### src/rtl/mips_exec_pkg.sv
// Shared constants for the MIPS decode/execute slice: opcodes, functs,
// ALU operation codes and control-word bit positions.
package mips_exec_pkg;

  localparam int DATA_W = 32;

  localparam logic [5:0] OP_RTYPE = 6'h00;
  localparam logic [5:0] OP_BEQ   = 6'h04;
  localparam logic [5:0] OP_ADDI  = 6'h08;
  localparam logic [5:0] OP_ADDIU = 6'h09;
  localparam logic [5:0] OP_SLTI  = 6'h0A;
  localparam logic [5:0] OP_SLTIU = 6'h0B;
  localparam logic [5:0] OP_ANDI  = 6'h0C;
  localparam logic [5:0] OP_ORI   = 6'h0D;
  localparam logic [5:0] OP_XORI  = 6'h0E;
  localparam logic [5:0] OP_LW    = 6'h23;
  localparam logic [5:0] OP_SW    = 6'h2B;

  localparam logic [5:0] FN_ADD  = 6'h20;
  localparam logic [5:0] FN_ADDU = 6'h21;
  localparam logic [5:0] FN_SUB  = 6'h22;
  localparam logic [5:0] FN_SUBU = 6'h23;
  localparam logic [5:0] FN_AND  = 6'h24;
  localparam logic [5:0] FN_OR   = 6'h25;
  localparam logic [5:0] FN_XOR  = 6'h26;
  localparam logic [5:0] FN_NOR  = 6'h27;
  localparam logic [5:0] FN_SLT  = 6'h2A;
  localparam logic [5:0] FN_SLTU = 6'h2B;

  localparam logic [2:0] ALU_AND  = 3'b000;
  localparam logic [2:0] ALU_OR   = 3'b001;
  localparam logic [2:0] ALU_ADD  = 3'b010;
  localparam logic [2:0] ALU_XOR  = 3'b011;
  localparam logic [2:0] ALU_NOR  = 3'b100;
  localparam logic [2:0] ALU_SLTU = 3'b101;
  localparam logic [2:0] ALU_SUB  = 3'b110;
  localparam logic [2:0] ALU_SLT  = 3'b111;

  localparam int REGDST   = 0;
  localparam int BRANCH   = 1;
  localparam int MEMREAD  = 2;
  localparam int MEMTOREG = 3;
  localparam int MEMWRITE = 4;
  localparam int ALUSRC   = 5;
  localparam int REGWRITE = 6;

endpackage

### src/rtl/mips_alu32.sv
// Combinational 32-bit ALU: logic ops, wrapping add/sub, signed and
// unsigned set-less-than, plus a zero flag on the result.
module mips_alu32
  import mips_exec_pkg::*;
(
  input  logic [DATA_W-1:0] a,
  input  logic [DATA_W-1:0] b,
  input  logic [2:0]        op,
  output logic [DATA_W-1:0] result,
  output logic              zero
);

  logic signed [DATA_W-1:0] a_s;
  logic signed [DATA_W-1:0] b_s;

  assign a_s = a;
  assign b_s = b;

  always_comb begin
    result = '0;
    case (op)
      ALU_AND:  result = a & b;
      ALU_OR:   result = a | b;
      ALU_ADD:  result = a + b;
      ALU_XOR:  result = a ^ b;
      ALU_NOR:  result = ~(a | b);
      ALU_SLTU: result = {{(DATA_W-1){1'b0}}, (a < b)};
      ALU_SUB:  result = a - b;
      ALU_SLT:  result = {{(DATA_W-1){1'b0}}, (a_s < b_s)};
      default:  result = '0;
    endcase
  end

  assign zero = (result == '0);

endmodule

### src/rtl/mips_exec_stage.sv
// Decode/extend/execute slice: decodes the instruction, extends the
// immediate, runs the ALU and registers every result once per clock.
module mips_exec_stage
  import mips_exec_pkg::*;
(
  input  logic              clock,
  input  logic              reset,
  input  logic [DATA_W-1:0] instruction,
  input  logic [DATA_W-1:0] read_data_1,
  input  logic [DATA_W-1:0] read_data_2,
  output logic [6:0]        signals,
  output logic [2:0]        alu_op,
  output logic [DATA_W-1:0] imm_ext,
  output logic [4:0]        write_reg,
  output logic [DATA_W-1:0] alu_result,
  output logic              zero
);

  logic [5:0]        op_p0;
  logic [5:0]        funct_p0;
  logic [4:0]        rt_p0;
  logic [4:0]        rd_p0;
  logic [15:0]       imm_p0;
  logic [6:0]        ctrl_p0;
  logic [2:0]        alu_op_p0;
  logic              ext_zero_p0;
  logic [DATA_W-1:0] imm_ext_p0;
  logic [DATA_W-1:0] alu_b_p0;
  logic [4:0]        write_reg_p0;
  logic [DATA_W-1:0] alu_result_p0;
  logic              zero_p0;
  logic              unused_fields;

  logic [6:0]        signals_p1;
  logic [2:0]        alu_op_p1;
  logic [DATA_W-1:0] imm_ext_p1;
  logic [4:0]        write_reg_p1;
  logic [DATA_W-1:0] alu_result_p1;
  logic              zero_p1;

  // Stage p0: field split, decode, extension, operand select, ALU
  assign op_p0    = instruction[31:26];
  assign rt_p0    = instruction[20:16];
  assign rd_p0    = instruction[15:11];
  assign funct_p0 = instruction[5:0];
  assign imm_p0   = instruction[15:0];
  assign unused_fields = ^{instruction[25:21], instruction[10:6]};

  always_comb begin
    ctrl_p0     = '0;
    alu_op_p0   = ALU_ADD;
    ext_zero_p0 = 1'b0;
    case (op_p0)
      OP_RTYPE: begin
        ctrl_p0[REGDST]   = 1'b1;
        ctrl_p0[REGWRITE] = 1'b1;
        case (funct_p0)
          FN_ADD, FN_ADDU: alu_op_p0 = ALU_ADD;
          FN_SUB, FN_SUBU: alu_op_p0 = ALU_SUB;
          FN_AND:          alu_op_p0 = ALU_AND;
          FN_OR:           alu_op_p0 = ALU_OR;
          FN_XOR:          alu_op_p0 = ALU_XOR;
          FN_NOR:          alu_op_p0 = ALU_NOR;
          FN_SLT:          alu_op_p0 = ALU_SLT;
          FN_SLTU:         alu_op_p0 = ALU_SLTU;
          // Unrecognised funct keeps the destination select but never writes back
          default:         ctrl_p0[REGWRITE] = 1'b0;
        endcase
      end
      OP_ADDI, OP_ADDIU: begin
        ctrl_p0[ALUSRC]   = 1'b1;
        ctrl_p0[REGWRITE] = 1'b1;
      end
      OP_SLTI: begin
        ctrl_p0[ALUSRC]   = 1'b1;
        ctrl_p0[REGWRITE] = 1'b1;
        alu_op_p0         = ALU_SLT;
      end
      OP_SLTIU: begin
        ctrl_p0[ALUSRC]   = 1'b1;
        ctrl_p0[REGWRITE] = 1'b1;
        alu_op_p0         = ALU_SLTU;
      end
      OP_ANDI, OP_ORI, OP_XORI: begin
        ctrl_p0[ALUSRC]   = 1'b1;
        ctrl_p0[REGWRITE] = 1'b1;
        ext_zero_p0       = 1'b1;
        alu_op_p0         = (op_p0 == OP_ANDI) ? ALU_AND :
                            (op_p0 == OP_ORI)  ? ALU_OR  : ALU_XOR;
      end
      OP_LW: begin
        ctrl_p0[ALUSRC]   = 1'b1;
        ctrl_p0[MEMREAD]  = 1'b1;
        ctrl_p0[MEMTOREG] = 1'b1;
        ctrl_p0[REGWRITE] = 1'b1;
      end
      OP_SW: begin
        ctrl_p0[ALUSRC]   = 1'b1;
        ctrl_p0[MEMWRITE] = 1'b1;
      end
      OP_BEQ: begin
        ctrl_p0[BRANCH] = 1'b1;
        alu_op_p0       = ALU_SUB;
      end
      default: ctrl_p0 = '0;
    endcase
  end

  assign imm_ext_p0   = ext_zero_p0 ? {16'h0000, imm_p0} : {{16{imm_p0[15]}}, imm_p0};
  assign alu_b_p0     = ctrl_p0[ALUSRC] ? imm_ext_p0 : read_data_2;
  assign write_reg_p0 = ctrl_p0[REGDST] ? rd_p0 : rt_p0;

  mips_alu32 u_alu (
    .a      (read_data_1),
    .b      (alu_b_p0),
    .op     (alu_op_p0),
    .result (alu_result_p0),
    .zero   (zero_p0)
  );

  // Stage p1: output registers; reset clears everything including zero
  always_ff @(posedge clock) begin
    if (reset) begin
      signals_p1    <= '0;
      alu_op_p1     <= '0;
      imm_ext_p1    <= '0;
      write_reg_p1  <= '0;
      alu_result_p1 <= '0;
      zero_p1       <= 1'b0;
    end else begin
      signals_p1    <= ctrl_p0;
      alu_op_p1     <= alu_op_p0;
      imm_ext_p1    <= imm_ext_p0;
      write_reg_p1  <= write_reg_p0;
      alu_result_p1 <= alu_result_p0;
      zero_p1       <= zero_p0;
    end
  end

  assign signals    = signals_p1;
  assign alu_op     = alu_op_p1;
  assign imm_ext    = imm_ext_p1;
  assign write_reg  = write_reg_p1;
  assign alu_result = alu_result_p1;
  assign zero       = zero_p1;

endmodule

### config.mk
export PLATFORM = sky130hd
export DESIGN_NAME = mips_exec_stage
export DESIGN_NICKNAME = d
export VERILOG_FILES = /design/src/rtl/mips_exec_pkg.sv /design/src/rtl/mips_alu32.sv /design/src/rtl/mips_exec_stage.sv
export SDC_FILE = /design/constraint.sdc
export NUM_CORES = 1
export LEC_CHECK = 0
export CAP_MARGIN = 20
export CORE_MARGIN = 5
export CORE_UTILIZATION = 40
export CTS_CLUSTER_SIZE = 30
export DETAILED_ROUTE_END_ITERATION = 7
export PLACE_DENSITY = 0.65
export SYNTH_ARGS = -nofsm -noshare
export SYNTH_HDL_FRONTEND = slang
export SYNTH_HIERARCHICAL = 1
export SYNTH_SLANG_ARGS = --single-unit
### constraint.sdc
create_clock -name clock -period 20.3 [get_ports clock]
set_input_delay 6.09 -clock clock [delete_from_list [all_inputs] [get_ports clock]]
set_output_delay 6.09 -clock clock [all_outputs]
set_load 0.01 [all_outputs]
[Yosys cells after proc, flatten, opt, wreduce, memory -nomap -nowiden]
Index checks and enable logic that the tools add are counted.
Storage, ports and cells
  register bits: 80
  output and inout bits: 80
  word-level logic and storage cells: 65
Operators by class
  add/subtract/negate cells: 2
  order comparisons: 2
  eq/ne operators: 27
  mux-type cells: 16
  bitwise gates (word level): 4
  reduce and logical (&&, ||, !) cells: 8
Operators with widths (number)
  $pmux 32 s8: 1
  $eq 6x6->1 const B: 12
  $lt 32x32->1: 2
  $mux 32: 2
  $eq 6x4->1 const B: 7
  $add 32x32->32: 1
  $and 32x32->32: 1
  $logic_not 32->1: 1
  $not 32->32: 1
  $or 32x32->32: 1
  $sub 32x32->32: 1
  $xor 32x32->32: 1
  $pmux 3 s7: 1
  $pmux 3 s5: 1
  $eq 3x3->1 const B: 4
  $reduce_or 10->1: 1
  $reduce_or 9->1: 1
  $reduce_or 8->1: 1
  $eq 3x2->1 const B: 2
  $eq 6x3->1 const B: 1
  $logic_not 6->1: 1
  $mux 1: 6
  $mux 2: 3
  $mux 5: 1
  other kinds (5): 5

[Depth between registers and ports, before layout]
  depth after elaboration: 9
  gate-level depth with buffers: 22
  gate-level depth less buffers: 19

[By module]
The synthesis kept the hierarchy.
Modules (own cells, without submodules)
  mips_alu32: times used 1, cells each 914, area each 5806.8 µm², seq. area each 0.0 µm²
  mips_exec_stage: times used 1, cells each 250, area each 2518.7 µm², seq. area each 1281.2 µm²

[Least setup slack after synthesis]
OpenSTA, ideal clock, no wires.
  kind: input to register
  start point: in instruction[26]
  end point: reg zero_p1 (netlist: zero)
  setup time: 66 ps
  data arrival time: 11046 ps
  data required time: 20234 ps
  path slack: 9188 ps
  stages on the path: 21
  buffers on the path: 3
  path through: buf_6 -> and3_1 -> a2111o_1 -> buf_6 -> clkbuf_1 -> o21ai_0 -> ha_1 -> inv_1 -> fa_1 -> nand2b_1 -> a2111o_1 -> and2_4 -> o311a_1 -> o41a_1 -> o41a_1 -> mux2_2 -> o32a_1 -> o21ai_1 -> or4_1 -> nor4_2 -> nor2b_1
RTL lines
  start: declaration: line mips_exec_stage.sv:8  | input logic [DATA_W-1:0] instruction,
  $eq 6x4->1 or $eq 6x6->1 (tied branches): line mips_exec_stage.sv:53  | case (op_p0)
  $reduce_or 9->1 (no source line) (*)
  $mux 1 (*): line mips_exec_stage.sv:53
  $mux 32 (*): line mips_exec_stage.sv:110  | assign alu_b_p0 = ctrl_p0[ALUSRC] ? imm_ext_p0 : read_data_2;
  net alu_b_p0[0]: line mips_exec_stage.sv:28  | logic [DATA_W-1:0] alu_b_p0;
  $sub 32x32->32 or $add 32x32->32 (tied branches): line mips_alu32.sv:28, mips_alu32.sv:24
  $pmux 32 s8 (*): line mips_alu32.sv:21  | case (op)
  net alu_result_p0[26]: line mips_exec_stage.sv:30  | logic [DATA_W-1:0] alu_result_p0;
  $logic_not 32->1 (*): line mips_alu32.sv:34  | assign zero = (result == '0);
  net zero_p0: line mips_exec_stage.sv:31  | logic zero_p0;
  end signal: assignment: line mips_exec_stage.sv:136  | zero_p1 <= zero_p0;
  end: declaration: line mips_exec_stage.sv:39  | logic zero_p1;
The timed path passes the listed nets; every way through them passes the cells marked *.
A chain may end at the register's enable or synchronous reset.

[Final worst setup path]
  start point: in instruction[28]
  end point: reg zero_p1 (netlist: zero)
Same word-level chain as after synthesis.

==> impl_metrics.tcl <==
set metrics [dict create \
    dpl_cell_area_sq_mm 0.0101 \
    antenna_found_initial 1 \
    ctsHtreeMaxLevel 3 \
    cp_top_family "compound AO/OA/AOI/OAI gates" \
    drive_gt1_frac 0.0535 \
    final_util 0.507 \
    timing.final.max_slew_violations 0 \
    ctsLongestPathBuffers 2 \
    clkTransAtPathRegs_ps 60 \
    finalSetupViolations 0 \
    final_common_cell "clkdlybuf4s50_1" \
    cp_max_fo 20 \
    syn_area_sq_mm 0.00833 \
    cp.depth 19 \
    drtIter0Drc 990 \
    regArea_sq_mm 0.00128 \
    rows 52 \
    required_ps 20570 \
    worstHoldPathType "in2reg" \
    worstMarginPinSlew_ps 877 \
    max-slew-margin-rel 0.412 \
    root_buffer "clkbuf_16" \
    wl_met2_mm 13.6 \
    cts.sinks 64 \
    syn2layout_area_growth_pct 24.0 \
    wl_met3_mm 2.59 \
    multi_input_comb_area_sq_mm 0.00624 \
    holdPathStages 3 \
    cts_resized 0 \
    globalRouteOverflowTotal 0 \
    worstSetupStartpointType "primary input" \
    crit_arrival_ps 12960 \
    leakagePower_nw 4.38 \
    hpwl_mm 22.3 \
    fin_area_sq_mm 0.0103 \
    via_per_inst 5.97 \
    total_power_mw 0.597 \
    drcViolationCount 0 \
    drv_cap 0 \
    hold_viol 0 \
    fin_crit_sh 0.625 \
    synth_top_cell_area_share 0.154 \
    power_density_mw_per_mm2 57.8 \
    detail_route.wl_per_cell_um 19.3 \
    ys.flop_type "dfxtp_1" \
    die_w_um 154 \
    path_cells "clkdlybuf4s50_1 -> and3_1 -> a2111o_1 -> buf_4 -> o21ai_0 -> inv_1 -> ha_1 -> nor2_1 -> a221oi_1 -> o221ai_1 -> a221oi_1 -> a41oi_1 -> a221o_1 -> a21oi_1 -> xnor2_1 -> o21ai_1 -> or4_1 -> nor4_2 -> nor2b_1" \
    slowest_stage "a2111o_1" \
    io_buffers 172 \
    totalWireLength_mm 29.7 \
    gp_congestion 0.953 \
    yosysSeqAreaShare 0.154 \
    largest_reg_flops 32 \
    synth.distinct_cells 89 \
    n_antenna_cell 0 \
    final_cell_mix "171 x clkdlybuf4s50_1, 124 x nor2_1, 103 x inv_1, 99 x a21oi_1, 97 x ha_1" \
    fp.dieH_um 154 \
    syn_avg_cell_area_sq_um 7.15 \
    path_buf_inv 3 \
    endpoint_kind "register" \
    yosysTopAreaCell "dfxtp_1" \
    ys_top_cells_by_area "dfxtp_1 15%, ha_1 15%, a21oi_1 6.0%" \
    core_sq_mm 0.0204 \
    yosysWarnings 6 \
    grt_pass1_vias 8551 \
    top_layer "met4" \
    ys_async_sr_fraction 0 \
    critPathKind "in2reg" \
    post-route-min-period_ps 12690 \
    cts_tree "built" \
    synth_edf_count 0 \
    run_status "finished clean" \
    setup_tns_ps 0 \
    synth_fp_nets 1361 \
    cp_common_cell "a221oi_1" \
    fill_cells 2061 \
    start_util 0.409 \
    dieArea_sq_mm 0.0238 \
    vdd_drop_max_mv 0.0348 \
    synth_seq_cells 64 \
    grt_pass1_wl_mm 46.1 \
    grt_util_all_layers 0.236 \
    m1WireLength_mm 12.6 \
    netlist_instances 1164 \
    grt_max_degree 63 \
    cts_buffers 9 \
    postCtsSetupBuffers 0 \
    slowest_delay_ps 750 \
    finalNetCount 1464 \
    detail-route-antenna-nets 0 \
    fmax_mhz 78.8 \
    ioPinCount 178 \
    rsz0062_at_grt "no" \
    first_pass_iters 5 \
    cts_hold_buf 0 \
    vias 9205 \
]
[logic make-up after synthesis]
kind of cell             Yosys count  share of synthesized area
AND/OR/NAND/NOR                  404                      0.245
AO/OA/AOI/OAI                    352                      0.292
buffers and inverters            197                      0.100
adder cells (fa/ha/maj)           99                      0.151
flip-flops                        64                      0.154
multiplexers                      32                     0.0410
XOR/XNOR                          16                     0.0168
[cells in the mapped netlist, drive strengths merged, types with 6 or more instances]
library cell    n
buf            35
a211oi         14
nor3           34
xnor2          10
mux2i          15
o21ai          51
inv           106
o21bai         10
nand3          26
nand4          11
ha             97
o2111ai         7
o211a           7
nor4           10
o221ai          8
o211ai          8
or4             9
nand2          80
o21a           10
xor2            6
o22ai          10
a21o           24
a31oi          11
a21oi         101
o31ai          14
a2111oi         6
clkbuf         55
nor2          125
nand2b         10
nor2b          56
dfxtp          64
and2            7
mux2           17
or3             9
[area by class of cell]
| cell class | instances | share of cell area |
|---|---|---|
| multi-input combinational | 903 | 0.605 |
| timing repair buffer | 182 | 0.174 |
| sequential | 64 | 0.124 |
| inverter | 107 | 0.0389 |
| tap | 270 | 0.0327 |
| clock buffer | 13 | 0.0242 |
| clock inverter | 3 | 0.00170 |
[metrics by stage]
step / setup WS, ps / cells / hold slack [ps]
finish: 7610 / 1542 / 6300
detailed placement: 7360 / 1526 / 6650
global route: 7200 / 1542 / 6310
global placement: 7420 / 1526 / 6650
CTS: 7710 / 1542 / 6290
floorplan: 9190 / 1164 / 6220
[power by group]
group          total, mW  switching, mW  internal, mW
logic              0.315          0.179         0.136
clock network      0.139         0.0540        0.0854
registers          0.143        0.00360         0.139
total              0.597          0.237         0.360
[final timing paths]
path	end	start
max	zero	instruction[28]
min	write_reg[1]	instruction[17]
[worst min-delay path, cell delays in order]
cell             delay (ps)
clkdlybuf4s50_1         400
nand2_1                  60
a21oi_1                  50
[metal layers]
layer | track usage | vias to the layer above
met3 | 0.0260 | 63
met1 | 0.317 | 4313
met2 | 0.390 | 478
met4 | 0.0858 | 0
li1 | - | 4351
met5 | 0 | -
(Power assumes the default switching activity.)
